## src/rtl/dyn_branch_predictor.sv

```systemverilog
// Fetch-stage jump/branch unit with a direct-mapped, tagged table of saturating
// counters trained from execute; the static backward-taken rule covers table misses.
module dyn_branch_predictor #(
  parameter int ADDR_W          = 32,
  parameter int IDX_BITS        = 4,
  parameter int TAG_BITS        = 8,
  parameter int CTR_BITS        = 2,
  parameter int STATIC_FALLBACK = 1,
  parameter int STAT_W          = 16
) (
  input  logic              clk,
  input  logic              rst,
  input  logic [ADDR_W-1:0] instruction,
  input  logic [ADDR_W-1:0] PC,
  input  logic [ADDR_W-1:0] PC1,
  input  logic              JRSignal,
  input  logic              BranchSignal,
  input  logic              Hit,
  input  logic [ADDR_W-1:0] upd_pc,
  input  logic              upd_taken,
  output logic              prediction,
  output logic [ADDR_W-1:0] JumpToAddress,
  output logic              S0,
  output logic              S1,
  output logic              IF_flush,
  output logic [STAT_W-1:0] branch_count,
  output logic [STAT_W-1:0] mispredict_count
);

  localparam int ENTRIES = 1 << IDX_BITS;
  localparam logic [CTR_BITS-1:0] CTR_WT  = CTR_BITS'(1) << (CTR_BITS - 1);
  localparam logic [CTR_BITS-1:0] CTR_WNT = CTR_WT - CTR_BITS'(1);
  localparam logic [CTR_BITS-1:0] CTR_MAX = '1;

  localparam logic [5:0] OP_J   = 6'h2;
  localparam logic [5:0] OP_JAL = 6'h3;
  localparam logic [5:0] OP_BEQ = 6'h4;
  localparam logic [5:0] OP_BNE = 6'h5;

  logic [ENTRIES-1:0]  valid_q;
  logic [TAG_BITS-1:0] tag_q [ENTRIES];
  logic [CTR_BITS-1:0] ctr_q [ENTRIES];

  logic [5:0]          opcode;
  logic                is_jump;
  logic                is_branch;
  logic [ADDR_W-1:0]   jump_target;
  logic [ADDR_W-1:0]   branch_target;
  logic                backward;

  logic [IDX_BITS-1:0] idx;
  logic [TAG_BITS-1:0] tag;
  logic                lookup_hit;
  logic [IDX_BITS-1:0] uidx;
  logic [TAG_BITS-1:0] utag;
  logic                upd_hit;

  assign opcode        = instruction[ADDR_W-1 -: 6];
  assign is_jump       = (opcode == OP_J) || (opcode == OP_JAL);
  assign is_branch     = (opcode == OP_BEQ) || (opcode == OP_BNE);
  assign jump_target   = {{(ADDR_W-26){1'b0}}, instruction[25:0]};
  assign branch_target = PC1 + {{(ADDR_W-16){instruction[15]}}, instruction[15:0]};
  assign backward      = branch_target < PC1;

  assign idx        = PC[IDX_BITS-1:0];
  assign tag        = PC[IDX_BITS+TAG_BITS-1:IDX_BITS];
  assign lookup_hit = valid_q[idx] && (tag_q[idx] == tag);
  assign uidx       = upd_pc[IDX_BITS-1:0];
  assign utag       = upd_pc[IDX_BITS+TAG_BITS-1:IDX_BITS];
  assign upd_hit    = valid_q[uidx] && (tag_q[uidx] == utag);

  logic unused_pc_bits;
  assign unused_pc_bits = ^{PC[ADDR_W-1:IDX_BITS+TAG_BITS], upd_pc[ADDR_W-1:IDX_BITS+TAG_BITS]};

  always_comb begin
    prediction    = 1'b0;
    JumpToAddress = '0;
    if (is_jump) begin
      JumpToAddress = jump_target;
    end else if (is_branch) begin
      // Table state is read pre-update; training becomes visible a cycle later.
      prediction    = lookup_hit ? ctr_q[idx][CTR_BITS-1] : ((STATIC_FALLBACK != 0) && backward);
      JumpToAddress = prediction ? branch_target : PC1;
    end
  end

  assign S1       = JRSignal | (~Hit & BranchSignal);
  assign S0       = (~JRSignal & (is_jump | is_branch)) | (~Hit & BranchSignal);
  assign IF_flush = JRSignal | (~Hit & BranchSignal);

  always_ff @(posedge clk) begin
    if (rst) begin
      valid_q          <= '0;
      branch_count     <= '0;
      mispredict_count <= '0;
      for (int i = 0; i < ENTRIES; i++) begin
        tag_q[i] <= '0;
        ctr_q[i] <= CTR_WNT;
      end
    end else if (BranchSignal) begin
      if (upd_hit) begin
        if (upd_taken && (ctr_q[uidx] != CTR_MAX))
          ctr_q[uidx] <= ctr_q[uidx] + CTR_BITS'(1);
        else if (!upd_taken && (ctr_q[uidx] != '0))
          ctr_q[uidx] <= ctr_q[uidx] - CTR_BITS'(1);
      end else begin
        valid_q[uidx] <= 1'b1;
        tag_q[uidx]   <= utag;
        ctr_q[uidx]   <= upd_taken ? CTR_WT : CTR_WNT;
      end
      if (branch_count != '1)
        branch_count <= branch_count + STAT_W'(1);
      if (!Hit && (mispredict_count != '1))
        mispredict_count <= mispredict_count + STAT_W'(1);
    end
  end

endmodule

```

## config.mk

```make
export PLATFORM = sky130hd
export DESIGN_NAME = dyn_branch_predictor
export DESIGN_NICKNAME = d
export VERILOG_FILES = /design/src/rtl/dyn_branch_predictor.sv
export SDC_FILE = /design/constraint.sdc
export NUM_CORES = 1
export LEC_CHECK = 0
export ABC_AREA = 1
export CAP_MARGIN = 20
export CORE_UTILIZATION = 31
export CTS_CLUSTER_SIZE = 30
export DETAILED_ROUTE_END_ITERATION = 7
export GPL_ROUTABILITY_DRIVEN = 0
export GPL_TIMING_DRIVEN = 1
export HOLD_SLACK_MARGIN = 0.05
export SYNTH_ARGS = -nofsm -noshare
export SYNTH_HDL_FRONTEND = slang
export SYNTH_SLANG_ARGS = --single-unit
```

## constraint.sdc

```tcl
create_clock -name clk -period 14.1 [get_ports clk]
set_clock_uncertainty 0.1 [all_clocks]
set_input_delay 4.23 -clock clk [delete_from_list [all_inputs] [get_ports clk]]
set_output_delay 4.23 -clock clk [all_outputs]
set_load 0.1 [all_outputs]
```

==> impl_metrics.yaml, run 1 <==
setup_path:
  r2r-end: "tag_q[7][3]"
  crit_type: "in -> out"
  cp-start-kind: "input port"
  cp.arrival_ns: 8.90
  rr_startpoint: "tag_q[9][0]"
  crit_fanout: 26
  worstSetupStartpoint: "instruction[0]"
  slowest_stage: "fa_1"
  worst_path_most_repeated_cell: "nand2_1"
  required_ns: 9.77
  cp-endpoint: "JumpToAddress[16]"
  slowest_delay_ns: 0.45
  rr_worst_depth: 15
  endpoint_kind: "output port"
  reg2reg_setup_slack_ns: 10.94
run:
  cap_violations: 0
power:
  powerDensity_mw_per_mm2: 95.53
  power_mw: 1.745
  power_leakage_nw: 8.139
  ir_drop_uv: 59.43
global_route:
  antenna_found_initial: 0
  grt_pass1_vias: 14510
  overflow: 0
  grt_pass1_wl_mm: 77.60
  grt_max_degree: 86
  grt_usage_pct: 19.53
timing:
  slew_violations: 0
  worstMarginPinSlew_ns: 1.076
  min_period_ns: 13.23
  setup_tns_ns: 0
  max_slew_margin_pct: 28.18
  fin_crit_sh_pct: 93.81
  hold_ws_ns: 0.3746
  fmax_ghz: 0.07560
  final-setup-viol-count: 0
  rsz0062_at_grt: "no"
  final_hold_viol_count: 0
floorplanning:
  coreArea_mm2: 0.04795
  rows: 80
  die_area_mm2: 0.04972
  die_x_um: 223.0
  io_pins: 202
  start_util_pct: 31.57
  die_h_um: 223.0
clocking:
  root_buffer: "clkbuf_16"
  clock_path_buffers: 3
  clk_pin_slew_worst_paths_ns: 0.06
  clk_latency_ns: 0.55
  clock_sinks: 208
  ctsResizeCount: 0
  h-tree-depth: 1
  cts_tree: "yes"
  post-cts-setup-buffers: 0
  ctsHoldBuffers: 0
  cts_made_buffers: 24
detailed_routing:
  drtAntennaViolNets: 0
  avgRoutedWirePerCell_um: 16.62
  drtIter0Drc: 1297
  avgViaCountPerCell: 5.129
  vias: 15190
  dr.pass1.iters: 5
  drcViolationCount: 0
  drt_wl_total_mm: 49.22
yosys:
  synthCells: 2218
  synth_cell_types: 45
  syn_area_per_cell_um2: 6.825
  yosysSeqAreaShare_pct: 38.09
  synth-seq-cells: 208
  syn_nets: 2416
  yosysWarnings: 0
  syn-cell-area_mm2: 0.01514
layout:
  layout-drive-gt1-share_pct: 5.198
  fin_area_mm2: 0.01827
  fin_nets: 2529
  syn2layout_area_growth_pct: 20.66
  num_antenna_cells: 0
  stdcell_count: 2962
place:
  placedInstanceArea_mm2: 0.01753
  place_hpwl_mm: 35.47
  dp.cells: 2919
  portBuffers: 160
worst_hold_path:
  hp-class: "reg -> reg"
outcome:
  status: "complete, no violations"
[layout by cell type (no fill, tap or decap), types with 5 or more instances in the layout]
master           count
nand2_1            736
nor2_1             286
inv_1              225
nand3_1            172
edfxtp_1           160
clkdlybuf4s50_1    125
a21oi_1            107
o21ai_0            102
ha_1                63
dfxtp_1             48
o21ai_1             35
buf_12              34
clkbuf_16           25
nor3_1              24
nand4_1             21
buf_4               21
xor2_1              19
o211ai_1            19
clkinv_1            15
nand3_2             13
a21o_1              11
xnor2_1              9
a31oi_1              7
o21a_1               7
clkbuf_1             7
inv_2                6
nand3b_1             5
[flip-flops by register name, summed over array words and instances (netlist names)]
name and flops:
mispredict_count 16, ctr_q 32, branch_count 16, valid_q 16
tag_q 128
[cells in the mapped netlist]
cell type  number  share of area (%)
nand4_1        21               0.87
dfxtp_1        48                6.3
or2_2           1              0.041
o21bai_4        1               0.12
fa_1            1               0.13
o31ai_1         2              0.099
xnor2_1         9               0.52
a31oi_1         7               0.29
ha_1           63                5.2
nor2_4          1              0.074
o21bai_1        3               0.15
a21boi_0        2              0.099
clkbuf_1       42                1.0
a221oi_1        3               0.17
a21o_1         11               0.55
nand2_2         4               0.17
nor2_2          2              0.083
inv_2           6               0.15
buf_6           4               0.30
nand3_2        13               0.86
o221ai_1        2               0.12
edfxtp_1      160                 32
a211oi_1        1              0.050
clkbuf_2        1              0.033
nand3b_1        5               0.25
buf_4          14               0.69
o221a_2         1              0.074
nand2_1       736                 18
a21oi_1       107                3.5
nand3_1       172                5.7
inv_1         225                5.6
o21a_1          7               0.35
nor3_1         25               0.83
o211ai_1       19               0.94
clkinv_1       11               0.27
xor2_1         19                1.1
buf_2          33                1.1
nand2_4         1              0.074
o22ai_1         3               0.12
buf_1           2              0.050
nor2_1        287                7.1
and3_1          1              0.041
nor4_1          5               0.21
o21ai_1        35                1.2
o21ai_0       102                3.4
[area by class of cell]
type / instances / area [um^2]
Fill cell: 4924 / 29680
Multi-Input combinational cell: 1672 / 7991
Sequential cell: 208 / 5766
Timing Repair Buffer: 183 / 2111
Inverter: 242 / 908.4
Tap cell: 615 / 769.5
Clock buffer: 33 / 665.6
Clock inverter: 9 / 53.80
[kinds of logic (layout without fill, tap and decap cells)]
kind of cell	after synthesis	in the layout	synth area share [%]
flip-flops	208	208	38.09
XOR/XNOR	28	28	1.620
AO/OA/AOI/OAI	306	306	11.20
AND/OR/NAND/NOR	1274	1274	34.54
adder cells (fa/ha/maj)	64	64	5.340
buffers and inverters	338	467	9.208
[worst min path at each step]
stage	start	end	slack, ns	cells past startpoint
after detailed placement	branch_count[8]	branch_count[8]	0.37	2
after global placement	branch_count[8]	branch_count[8]	0.36	2
after floorplan	valid_q[13]	valid_q[13]	0.36	2
after CTS	branch_count[8]	branch_count[8]	0.38	2
final	branch_count[8]	branch_count[8]	0.37	2
after global routing	valid_q[1]	valid_q[1]	0.41	2
[where the power goes]
part / switching [mW] / internal (mW)
Combinational: 0.309 / 0.153
Sequential: 0.0129 / 0.686
Clock: 0.255 / 0.329
[metal layers]
layer  global-route usage, %  routed length [um]  part of all wire [%]  vias to the layer above
met5                       0                   0                     0                        -
met3                   2.305                3584                   7.3                       87
li1                        -                   -                     -                     7459
met4                   5.539                1388                   2.8                        0
met2                   31.95               22520                    46                      577
met1                   27.03               21730                    44                     7070
[worst max-delay path: cells and delay by family]
family | cells | cell delay, ns
compound gates | 4 | 0.64
buf+inv | 4 | 1.05
xor+xnor | 1 | 0.29
fa+ha+maj | 3 | 1.04
simple gates | 18 | 1.66
[through the flow]
stage,utilization (%),worst slack (ns)
floorplan,-,1.407
global placement,36.53,0.9136
detailed placement,36.57,0.9073
CTS,38.07,0.8776
global route,38.10,0.4654
finish,38.10,0.8724
(Power assumes the default switching activity.)
==> run 2: changes to the inputs <==
--- a/config.mk
+++ b/config.mk
@@ -5,7 +5,6 @@
 export SDC_FILE = /design/constraint.sdc
 export NUM_CORES = 1
 export LEC_CHECK = 0
-export ABC_AREA = 1
 export CAP_MARGIN = 20
 export CORE_UTILIZATION = 31
 export CTS_CLUSTER_SIZE = 30
==> run 2 against run 1 <==
Against the previous run: setup slack got worse by 0.48 ns; highest routed layer unchanged; critical endpoint is now JumpToAddress[27]; synthesized cell count decreased by 44%; sequential cell count unchanged; global-route usage decreased by 2.1 points; die area decreased by 8.6%; core utilization increased by 0.57 points; final cell count decreased by 33%; critical path type unchanged; via count decreased by 31%.
==> impl_metrics.yaml, run 2 <==
clocking:
  cts_made_buffers: 22
  h-tree-depth: 1
  root_buffer: "clkbuf_16"
  clk_latency_ns: 0.54
  clock_path_buffers: 3
  cts_tree: "yes"
  clk_pin_slew_worst_paths_ns: 0.06
  clock_sinks: 208
timing:
  worstMarginPinSlew_ns: 1.111
  slew_violations: 0
  fmax_ghz: 0.07295
  setup_tns_ns: 0
  fin_crit_sh_pct: 97.22
  rsz0062_at_grt: "no"
  max_slew_margin_pct: 25.71
  final-setup-viol-count: 0
  min_period_ns: 13.71
  final_hold_viol_count: 0
detailed_routing:
  wl_met1_mm: 15.60
  drcViolationCount: 0
  dr.pass1.iters: 5
  drt_wl_total_mm: 39.83
  avgViaCountPerCell: 5.289
  vias: 10550
  drtIter0Drc: 792
  met3_length_mm: 3.343
  avgRoutedWirePerCell_um: 19.97
  route.top_layer_used: "met4"
  drtAntennaViolNets: 0
  dr_wl_met2_mm: 20.05
floorplanning:
  die_h_um: 213.2
  coreArea_mm2: 0.04412
  io_pins: 202
  die_area_mm2: 0.04544
  die_x_um: 213.2
  rows: 77
  start_util_pct: 31.33
setup_path:
  r2r-end: "tag_q[11][7]"
  endpoint_kind: "output port"
  required_ns: 9.77
  rr_startpoint: "tag_q[15][5]"
  rr_worst_depth: 8
  cp.arrival_ns: 9.38
  crit_type: "in -> out"
  worstSetupStartpoint: "instruction[0]"
  reg2reg_setup_slack_ns: 9.84
  cp-endpoint: "JumpToAddress[27]"
  cp-start-kind: "input port"
  crit_fanout: 5
global_route:
  grt_pass1_wl_mm: 60.56
  grt_usage_pct: 17.42
  overflow: 0
  grt_max_degree: 51
  grt_pass1_vias: 10590
  antenna_found_initial: 0
yosys:
  synthArstFlopShare_pct: 0
  ys.flop_type: "edfxtp_1"
  synth_largest_area_cell: "edfxtp_1"
  ys_top_cells_by_area: "edfxtp_1 35%, mux4_2 16%, dfxtp_1 7.0%"
  synth_xor_area_share_pct: 4.371
  netlist.area_leader.share_pct: 34.75
  syn-cell-area_mm2: 0.01382
  syn_nets: 1445
  synthMuxAreaShare_pct: 19.71
  synthAdderAreaFrac_pct: 5.847
  syn_area_per_cell_um2: 11.09
  synthCells: 1247
  yosysWarnings: 0
  synth.most_common_cell: "edfxtp_1"
  synth_top_family_by_area: "multiplexers"
  synth_cell_types: 65
  synth-seq-cells: 208
  yosysSeqAreaShare_pct: 41.71
  synth_commonest_cells: "160 x edfxtp_1, 145 x nor2_1, 116 x nand2_1"
  synth_edf_count: 160
  synth_compound_area_share_pct: 8.019
  yosys.area_share.simple_pct: 16.53
worst_hold_path:
  hold_start: "valid_q[10]"
  hp-class: "reg -> reg"
  whs_path_depth: 1
power:
  power_leakage_nw: 6.186
  ir_drop_uv: 71.33
  powerDensity_mw_per_mm2: 98.52
place:
  place_hpwl_mm: 28.70
  placedInstanceArea_mm2: 0.01632
  portBuffers: 160
  dp.cells: 1951
layout:
  fin_area_mm2: 0.01706
  num_antenna_cells: 0
  stdcell_count: 1994
  syn2layout_area_growth_pct: 23.42
  final_common_cell: "edfxtp_1"
  fin_util_pct: 38.67
  top_regs: "tag_q x128, ctr_q x32"
  layout-drive-gt1-share_pct: 16.19
  final_cell_mix: "160 x edfxtp_1, 145 x nor2_1, 123 x clkdlybuf4s50_1"
  regMostFlops: "tag_q"
  largest_register_ffs: 128
  fin_nets: 1585
outcome:
  status: "complete, no violations"
run:
  cap_violations: 0
run 2: changes by cell type after synthesis, sizes merged, moves of 16 or more:
cell / before / now
a21o: 11 / 27
a21oi: 107 / 40
and2: 0 / 68
buf: 53 / 30
inv: 231 / 38
mux2i: 0 / 45
mux4: 0 / 100
nand2: 741 / 116
nand3: 185 / 42
nor2: 290 / 155
o21ai: 137 / 59
xnor2: 9 / 25
xor2: 19 / 44
run 2: stage by stage:
step                setup slack [ns]  power (mW)  hold WS (ns)
global placement              0.1330       1.110        0.3490
finish                        0.3924       1.681        0.3769
CTS                          0.08816       1.688        0.3753
detailed placement           0.09814       1.118        0.3609
floorplan                     0.1055      0.9960        0.3381
global route                 0.05094       1.748        0.3967
run 2: what timing repair did:
action | 4_1_cts | 5_1_grt
resized for setup | 0 | 5
buffers inserted | 0 | 2
hold buffers | 0 | 0
endpoints found under the setup margin | 0 | 26
run 2: worst min-delay path by stage:
stage,end,slack (ns)
global placement,valid_q[10],0.35
global route,valid_q[10],0.40
detailed placement,valid_q[10],0.36
floorplan,valid_q[10],0.34
CTS,valid_q[10],0.38
finish,valid_q[10],0.38
run 2: cells by family after synthesis:
logic type | count (synthesis)
multiplexers | 147
adder cells (fa/ha/maj) | 64
flip-flops | 208
AND/OR/NAND/NOR | 470
buffers and inverters | 113
XOR/XNOR | 69
AO/OA/AOI/OAI | 176
run 2: critical path, cell delays in order:
cell,delay [ns]
clkdlybuf4s50_1,0.42
ha_1,0.27
fa_1,0.47
a211oi_2,0.31
nor4_1,0.13
o21bai_1,0.28
nand4_1,0.23
a311oi_1,0.29
buf_4,0.18
nor2_1,0.06
xor2_1,0.24
ha_1,0.28
nor2b_1,0.13
o21ai_0,0.16
a21o_1,0.13
a21oi_1,0.06
a311oi_1,0.38
a21boi_4,0.15
buf_4,0.16
or3_1,0.30
a21oi_1,0.27
buf_12,0.22
run 2: area by class of cell:
| class | instances | area, um^2 |
|---|---|---|
| repair buffers | 191 | 2165 |
| clock buffers | 27 | 569.3 |
| inverters | 38 | 142.6 |
| well taps | 592 | 740.7 |
| clock inverters | 12 | 122.6 |
| multi-input cells | 926 | 7557 |
| flip-flops and latches | 208 | 5766 |
| fillers | 4289 | 27060 |
run 2: metal layers:
| layer | GRT usage, % | vias to the layer above |
|---|---|---|
| li1 | - | 4905 |
| met1 | 21.45 | 5150 |
| met2 | 30.79 | 431 |
| met3 | 3.162 | 61 |
| met4 | 5.246 | 0 |
| met5 | 0 | - |
run 2: power by group:
part	switching (mW)	internal [mW]	total (mW)
Clock	0.247	0.325	0.572
Sequential	0.0144	0.686	0.700
Combinational	0.229	0.180	0.409
==> run 3: changes to the inputs <==
--- a/config.mk
+++ b/config.mk
@@ -5,7 +5,6 @@
 export SDC_FILE = /design/constraint.sdc
 export NUM_CORES = 1
 export LEC_CHECK = 0
-export CAP_MARGIN = 20
 export CORE_UTILIZATION = 31
 export CTS_CLUSTER_SIZE = 30
 export DETAILED_ROUTE_END_ITERATION = 7
==> run 3 against run 2 <==
Against the previous run: critical path depth down 1; wire length about the same; core utilization down 0.12 points; global-route usage about the same; setup slack better by 0.031 ns; final area down 0.31%; clock power about the same; die area unchanged; critical path type unchanged.
==> impl_metrics.yaml, run 3 (synthesis results as in run 2) <==
power:
  powerDensity_mw_per_mm2: 98.53
  ir_drop_uv: 72.97
  power_mw: 1.676
  power_leakage_nw: 6.158
layout:
  regMostFlops: "tag_q"
  largest_register_ffs: 128
  top_regs: "tag_q x128, ctr_q x32"
  num_antenna_cells: 0
  fin_nets: 1580
  syn2layout_area_growth_pct: 23.04
  layout-drive-gt1-share_pct: 16.05
  final_cell_mix: "160 x edfxtp_1, 145 x nor2_1, 123 x clkdlybuf4s50_1"
  fillers: 4324
  final_common_cell: "edfxtp_1"
  seq_area_mm2: 0.005766
  multi_input_area_mm2: 0.007556
setup_path:
  cpLargestDelayFamily: "compound AO/OA/AOI/OAI gates"
  cp-start-kind: "input port"
  endpoint_kind: "output port"
  rr_startpoint: "tag_q[11][6]"
  path_cells: "clkdlybuf4s50_1, ha_2, and4_1, and3_1, a211oi_2, nand2_1, or3_1, a31oi_1, xnor2_1, ha_1, nand3_1, nor2_1, nand2_1, o21ai_0, a31oi_1, a211o_1, a21boi_4, buf_12, mux2i_1, o21ai_1, buf_12"
  slowest_delay_ns: 0.65
  reg2reg_setup_slack_ns: 9.79
  crit_fanout: 26
  r2r-end: "tag_q[11][7]"
  crit_type: "in -> out"
  cp.arrival_ns: 9.35
  slowest_stage: "clkdlybuf4s50_1"
  required_ns: 9.77
  crit_buf_inv: 3
  rr_worst_depth: 7
detailed_routing:
  drtIter0Drc: 859
  drtAntennaViolNets: 0
  avgRoutedWirePerCell_um: 20.04
  avgViaCountPerCell: 5.298
  drt_wl_total_mm: 39.84
  dr.pass1.iters: 5
  vias: 10530
  drcViolationCount: 0
global_route:
  grt_usage_pct: 17.41
  overflow: 0
  grt_pass1_vias: 10530
  grt_max_degree: 51
  antenna_found_initial: 0
  grt_pass1_wl_mm: 60.35
floorplanning:
  die_area_mm2: 0.04544
  start_util_pct: 31.33
  io_pins: 202
  rows: 77
  die_h_um: 213.2
  coreArea_mm2: 0.04412
  die_x_um: 213.2
timing:
  final-setup-viol-count: 0
  slew_violations: 0
  min_period_ns: 13.68
  worstMarginPinSlew_ns: 1.258
  fin_crit_sh_pct: 97.00
  max_slew_margin_pct: 15.06
  rsz0062_at_grt: "no"
  fmax_ghz: 0.07312
  setup_tns_ns: 0
  final_hold_viol_count: 0
clocking:
  root_buffer: "clkbuf_16"
  cts_made_buffers: 22
  clk_latency_ns: 0.54
  clock_sinks: 208
  h-tree-depth: 1
  ctsHoldBuffers: 0
  clk_pin_slew_worst_paths_ns: 0.06
  clock_path_buffers: 3
  cts_tree: "yes"
outcome:
  status: "complete, no violations"
place:
  place_hpwl_mm: 28.60
  portBuffers: 160
worst_hold_path:
  whs_path_depth: 1
  min_to: "valid_q[10]"
  hold_start: "valid_q[10]"
  hp-class: "reg -> reg"
run:
  cap_violations: 0
## run 3: cell count changes in the layout (fill, tap and decap cells not counted)
| cell | before | now |
|---|---|---|
| buf_1 | 1 | 0 |
| buf_4 | 27 | 25 |
| buf_6 | 1 | 0 |
| buf_8 | 1 | 0 |
| clkinv_1 | 5 | 3 |
| clkinv_2 | 2 | 4 |
| clkinv_4 | 1 | 0 |
| ha_1 | 63 | 62 |
| ha_2 | 0 | 1 |
| o21ai_0 | 24 | 23 |
| o21ai_1 | 34 | 36 |
| o21ai_2 | 1 | 0 |
## run 3: report_power, final
| part | leakage [nW] | internal (mW) | total (mW) | switching, mW |
|---|---|---|---|---|
| Clock | 0.337 | 0.324 | 0.569 | 0.245 |
| Sequential | 1.89 | 0.686 | 0.700 | 0.0143 |
| Combinational | 3.93 | 0.178 | 0.407 | 0.229 |
## run 3: worst max path at each step
| stage | start | endpoint | slack, ns | cells past startpoint |
|---|---|---|---|---|
| 6_report | instruction[15] | JumpToAddress[13] | 0.42 | 21 |
| 4_1_cts | instruction[15] | JumpToAddress[3] | 0.12 | 21 |
| 3_3_place_gp | instruction[15] | JumpToAddress[3] | 0.13 | 21 |
| 3_5_place_dp | instruction[15] | JumpToAddress[3] | 0.13 | 21 |
| 5_1_grt | instruction[15] | JumpToAddress[22] | 0.10 | 22 |
| 2_1_floorplan | instruction[0] | JumpToAddress[26] | 0.11 | 18 |
## run 3: per-stage QoR
stage	setup WS, ns	cell area, um^2	cells	util, %	hold WS [ns]
5_1_grt	0.1007	17010	1988	38.55	0.4002
6_report	0.4231	17010	1988	38.55	0.3791
3_5_place_dp	0.1269	16300	1949	36.95	0.3585
4_1_cts	0.1188	16990	1987	38.50	0.3786
2_1_floorplan	0.1055	13820	1247	-	0.3381
3_3_place_gp	0.1330	16300	1949	36.95	0.3490
## run 3: area by class of cell
type,instances,area share (%)
sequential,208,33.89
tap,592,4.355
clock inverter,11,0.6841
inverter,38,0.8385
multi-input combinational,926,44.42
timing repair buffer,186,12.46
clock buffer,27,3.347
## run 3: metal layers
layer | GRT usage [%] | vias up | part of all wire [%]
met1 | 21.48 | 5205 | 40
met3 | 3.427 | 67 | 7.8
li1 | - | 4902 | -
met2 | 30.52 | 358 | 50
met4 | 5.246 | 0 | 2.5
met5 | 0 | - | 0
## run 3: what timing repair did
item / CTS / global route
buffers inserted: 0 / 1
setup endpoints to repair: 0 / 25
resized for setup: 0 / 6
